[config.mk]
export PLATFORM = sky130hd
export DESIGN_NAME = sha256_msg_sched
export DESIGN_NICKNAME = d
export VERILOG_FILES = /design/src/rtl/sha256_msg_sched.sv
export SDC_FILE = /design/constraint.sdc
export NUM_CORES = 2
export LEC_CHECK = 0
export ABC_AREA = 0
export BUFFER_PORTS_ARGS = -buffer_cell sky130_fd_sc_hd__buf_2
export CAP_MARGIN = 20
export CORE_MARGIN = 2
export CORE_UTILIZATION = 50
export DETAILED_ROUTE_END_ITERATION = 8
export PLACE_DENSITY = 0.77
export SLEW_MARGIN = 20
export SYNTH_ARGS = -nofsm -noshare
export SYNTH_HDL_FRONTEND = slang
export SYNTH_SLANG_ARGS = --single-unit
export TNS_END_PERCENT = 20
[constraint.sdc]
create_clock -name clk -period 4 [get_ports clk]
set_input_delay 0.8 -clock clk [delete_from_list [all_inputs] [get_ports clk]]
set_output_delay 0.8 -clock clk [all_outputs]
set_load 0.01 [all_outputs]
[src/rtl/sha256_msg_sched.sv]
// SHA-256 message schedule: loads one 512-bit block, streams W0..W63 through a 16-word window.
// Optional `SHA256_MSG_SCHED_ABORT_EN adds an abort input that drops the current block.
module sha256_msg_sched #(
    parameter int NROUNDS = 64
) (
    input  logic         clk,
    input  logic         rst_n,
    input  logic         blk_valid,
    output logic         blk_ready,
    input  logic [511:0] blk_data,
    output logic         w_valid,
    input  logic         w_ready,
    output logic [31:0]  w_data,
    output logic [5:0]   w_round,
`ifdef SHA256_MSG_SCHED_ABORT_EN
    input  logic         abort,
`endif
    output logic         w_last
);

    typedef enum logic {IDLE, RUN} state_t;

    state_t      state_q, state_d;
    logic [5:0]  cnt_q, cnt_d;
    logic [31:0] win_q [16];
    logic [31:0] win_d [16];
    logic [31:0] blk_w [16];
    logic [31:0] new_word;
    logic        abort_now;

    function automatic logic [31:0] sig0(input logic [31:0] x);
        return {x[6:0], x[31:7]} ^ {x[17:0], x[31:18]} ^ (x >> 3);
    endfunction

    function automatic logic [31:0] sig1(input logic [31:0] x);
        return {x[16:0], x[31:17]} ^ {x[18:0], x[31:19]} ^ (x >> 10);
    endfunction

`ifdef SHA256_MSG_SCHED_ABORT_EN
    assign abort_now = abort && (state_q == RUN);
`else
    assign abort_now = 1'b0;
`endif

    // Block word 0 is the most significant 32 bits.
    always_comb begin
        for (int i = 0; i < 16; i++) begin
            blk_w[i] = blk_data[511 - 32*i -: 32];
        end
    end

    assign new_word = sig1(win_q[14]) + win_q[9] + sig0(win_q[1]) + win_q[0];

    always_comb begin
        state_d   = state_q;
        cnt_d     = cnt_q;
        win_d     = win_q;
        blk_ready = 1'b0;
        w_valid   = 1'b0;
        w_data    = '0;
        w_round   = '0;
        w_last    = 1'b0;

        case (state_q)
            IDLE: begin
                blk_ready = 1'b1;
                if (blk_valid) begin
                    win_d   = blk_w;
                    cnt_d   = '0;
                    state_d = RUN;
                end
            end
            RUN: begin
                w_valid   = 1'b1;
                w_data    = win_q[0];
                w_round   = cnt_q;
                w_last    = (cnt_q == 6'd63);
                // Final handshake doubles as the acceptance slot for the next block.
                blk_ready = w_last && w_ready && !abort_now;
                if (abort_now) begin
                    state_d = IDLE;
                    cnt_d   = '0;
                end else if (w_ready) begin
                    for (int i = 0; i < 15; i++) begin
                        win_d[i] = win_q[i+1];
                    end
                    win_d[15] = new_word;
                    if (w_last) begin
                        cnt_d = '0;
                        if (blk_valid) begin
                            win_d   = blk_w;
                            state_d = RUN;
                        end else begin
                            state_d = IDLE;
                        end
                    end else begin
                        cnt_d = cnt_q + 6'd1;
                    end
                end
            end
            default: state_d = IDLE;
        endcase

        if (!rst_n) begin
            blk_ready = 1'b0;
        end
    end

    always_ff @(posedge clk) begin
        if (!rst_n) begin
            state_q <= IDLE;
            cnt_q   <= '0;
            for (int i = 0; i < 16; i++) begin
                win_q[i] <= '0;
            end
        end else begin
            state_q <= state_d;
            cnt_q   <= cnt_d;
            win_q   <= win_d;
        end
    end

    assert property (@(posedge clk) disable iff (!rst_n) w_last |-> (32'(w_round) == NROUNDS - 1));

endmodule
==> key figures <==
Outcome
  – Failing checks: setup timing
  – Status: finished with violations

Global routing
  – First-pass GRT wire length: 153,000 um
  – Vias in the first global route: 24.9k
  – Largest net degree at the start of global routing: 206
  – Gr ovfl total: 0
  – Initial antenna violation count: 15
  – Total Routing Usage GR: 0.362

Setup path
  – Buffers & Inverters on Critical Path: 2
  – Setup crit end kind: register
  – R2R Setup Slk: -0.07 ns
  – CP arrival: 4.60 ns
  – CP delay by family, top: compound AO/OA/AOI/OAI gates
  – Critical R2R Launch: win_q[56]$_SDFFE_PN0P_
  – CP peak stage delay: 0.50 ns
  – Startpoint type of the worst setup path: register
  – Reg2reg path depth: 14
  – Worst EP required: 4.53 ns
  – Maximum fanout along the worst path: 4
  – Worst path slowest cell: fa_1
  – Worst-path cell chain: xor2_2 > xnor2_1 > fa_1 > fa_1 > inv_1 > ha_1 > or3_4 > o311ai_4 > buf_6 > o311ai_4 > a221o_2 > a21oi_2 > mux2_4 > a211oi_2
  – Reg-to-reg critical path endpoint: win_q[24]$_SDFFE_PN0P_
  – WS Path Type: register to register

Synth
  – Synth Area per Inst: 7.59 sq um
  – Post-synth EDFFs: 0
  – Async S/R FF share, synth: 0
  – Mapped Nets: 4,134
  – Netlist cell types: 55
  – Post-synthesis sequential area ratio: 0.388
  – Cell Area, Synth: 26,800 sq um
  – Synthesis Warnings: 0
  – Synth Register Bits: 519
  – Synth Flop Type: dfxtp_1
  – Cells after Synth: 3,524

Power
  – Internal power: 12.1 mW
  – Combinational power share: 0.403
  – Tot Pwr: 19.3 mW
  – PwrDens: 592 nW/um^2
  – Max rail drop VDD: 0.396 mV
  – NetSw: 7.25 mW
  – Register share of total power: 0.316
  – Clock Power Share: 0.280
  – Switch share: 0.375
  – Static leakage: 13.9 nW

Clock network
  – CTS tree: built
  – CTS H-tree lvls: 2
  – Clk Latency, worst-skew pair: 0.63 ns
  – Root Buffer: clkbuf_16
  – Number of hold buffers added after cts: 0
  – Clock sinks: 519
  – Clock Tree Buf Depth: 3
  – CTS buffer count: 54
  – Clk slew on worst S/H paths: 0.07 ns

Place
  – RePlAce Congestion: 0.995
  – DP HPWL: 79,100 um
  – Buffers added on ports: 556
  – Dpl cells: 4,552

Die
  – IO Pins: 557
  – DIE AREA: 55,400 sq um
  – Die height: 235 um
  – Core box area: 52,800 sq um
  – Die outline width: 235 um
  – Row cnt: 84
  – Initial core utilization: 0.507

STA
  – Crit path time final: 4.07 ns
  – Finish-stage setup viols: 3
  – Crit share post-route: 1.02
  – Max-slew violations: 0
  – Setup TNS: -0.122 ns
  – Final hold vios: 0
  – RSZ-0062 raised after global routing: true
  – Clk_skew: 0.0368 ns
  – Worst-margin pin slew: 1.17 ns
  – Peak Freq: 245 MHz
  – Relative slew slack: 0.218
  – Worst hold margin: 0.434 ns
  – Final worst slack: -0.0737 ns

Drt
  – Pre-antenna DRT Iters: 6
  – Vias post-DR: 27.5k
  – Via/cell ratio: 5.88
  – 1st-iter DRT viols: 3,500
  – Total wire length: 105,000 um
  – DRC: 0
  – WL per Instance: 22.5 um
  – Antenna viol nets, final: 0

Cells and area
  – Final core occ: 0.619
  – P&R area growth vs syn: 22.0%
  – Share of cells above drive strength 1: 0.214
  – Most frequent cells in the layout: nand2_1, buf_2, nor2_1, dfxtp_1, a311oi_1
  – Layout net count: 4,537
  – Most common library cell in the layout ignoring fill and taps: nand2_1
  – Post-Layout Cell Count: 4,675

Hold path
  – Worst hold path cell count: 3
  – Hold EP: win_q[177]$_SDFFE_PN0P_
  – Worst Min Path Start: blk_data[177]
  – Hold Path Class: primary input to register

Flow run
  – Max-cap viol count: 0
==> through the flow <==
| step | instance area [sq um] | worst slack, ns |
|---|---|---|
| after detailed placement | 30300 | -0.235 |
| final | 32600 | -0.0737 |
| after CTS | 32400 | -0.0626 |
| after global placement | 30300 | -0.188 |
| after floorplan | 26800 | 0.0409 |
| after global routing | 32600 | -0.150 |
==> area by class of cell <==
type / count / area, sq um
multi-input combinational: 2535 / 14900
inverter: 124 / 473
fill: 4851 / 20100
clock buffer: 83 / 1600
tap: 688 / 861
clock inverter: 18 / 300
timing repair buffer: 693 / 4060
antenna: 15 / 37.5
sequential: 519 / 10400
==> cells in the mapped netlist, types with 2 or more instances <==
master | n | area share
nand2_1 | 995 | 0.14
nor2_1 | 532 | 0.075
dfxtp_1 | 519 | 0.39
a311oi_1 | 461 | 0.15
clkbuf_1 | 312 | 0.044
inv_1 | 124 | 0.017
xnor2_1 | 90 | 0.029
a21oi_1 | 66 | 0.012
o21ai_0 | 66 | 0.012
fa_1 | 62 | 0.046
xor2_1 | 53 | 0.017
and2_1 | 40 | 0.0094
o211ai_1 | 34 | 0.0095
ha_1 | 32 | 0.015
buf_1 | 25 | 0.0035
nand3_1 | 13 | 0.0024
nor3_1 | 10 | 0.0019
a31oi_1 | 8 | 0.0019
buf_2 | 8 | 0.0015
a21o_1 | 7 | 0.0020
a211oi_1 | 6 | 0.0017
nand4_1 | 5 | 0.0012
o21bai_1 | 5 | 0.0014
nand2b_1 | 4 | 0.00094
nor2b_1 | 4 | 0.00094
o21a_1 | 4 | 0.0011
o31ai_1 | 4 | 0.0011
mux2_2 | 3 | 0.0013
or3_1 | 3 | 0.00070
a21oi_2 | 2 | 0.00065
and3_1 | 2 | 0.00047
o311ai_2 | 2 | 0.0012
==> registers in the layout (all words and copies together), names as in the netlist <==
register,flops
cnt_q,6
state_q,1
win_q,512
==> worst reg2reg max path, cell delays in order (launching register included) <==
cell and delay (ns):
dfxtp_2 0.36, xor2_2 0.19, xnor2_1 0.20, fa_1 0.46, fa_1 0.50, inv_1 0.04
ha_1 0.18, or3_4 0.40, o311ai_4 0.30, buf_6 0.15, o311ai_4 0.13, a221o_2 0.42
a21oi_2 0.15, mux2_4 0.31, a211oi_2 0.19
==> how the worst max path moves through the flow <==
stage | from | end | slack [ns] | cells past startpoint
finish | win_q[56]$_SDFFE_PN0P_ | win_q[24]$_SDFFE_PN0P_ | -0.07 | 14
global route | win_q[58]$_SDFFE_PN0P_ | win_q[26]$_SDFFE_PN0P_ | -0.15 | 18
CTS | win_q[55]$_SDFFE_PN0P_ | win_q[28]$_SDFFE_PN0P_ | -0.06 | 14
detailed placement | win_q[53]$_SDFFE_PN0P_ | win_q[24]$_SDFFE_PN0P_ | -0.23 | 15
global placement | win_q[53]$_SDFFE_PN0P_ | win_q[24]$_SDFFE_PN0P_ | -0.19 | 15
floorplan | win_q[50]$_SDFFE_PN0P_ | win_q[29]$_SDFFE_PN0P_ | 0.04 | 16
==> metal layers <==
| metal | wire, um | vias up | global-route usage |
|---|---|---|---|
| met5 | 23 | - | 0 |
| met4 | 3850 | 4 | 0.134 |
| met3 | 9660 | 205 | 0.0541 |
| met2 | 47100 | 1450 | 0.565 |
| met1 | 44500 | 13100 | 0.509 |
| li1 | - | 12800 | - |
==> power by group through the flow <==
stage          registers, mW  clock network [mW]  logic, mW
2_1_floorplan           6.01                   0       4.61
3_3_place_gp            6.17                   0       7.05
6_report                6.11                5.42       7.79
5_1_grt                 6.14                5.64       8.39
4_1_cts                 6.08                5.42       7.29
3_5_place_dp            6.19                   0       7.04
==> cells by family after synthesis <==
family / after synthesis / synth area share
and+or+nand+nor: 1614 / 0.234
DFF: 519 / 0.388
adders and majority gates: 94 / 0.0613
buffers and inverters: 470 / 0.0664
xor gates and xnor gates: 143 / 0.0468
muxes: 4 / 0.00164
AOI/OAI and AO/OA: 680 / 0.202
==> what timing repair did <==
| action | in CTS | in global routing |
|---|---|---|
| pin swaps | 24 | 20 |
| setup buffers | 4 | 3 |
| setup endpoints to repair | 6 | 15 |
| gates resized for setup | 22 | 44 |
Power figures use the tool's default switching activity.
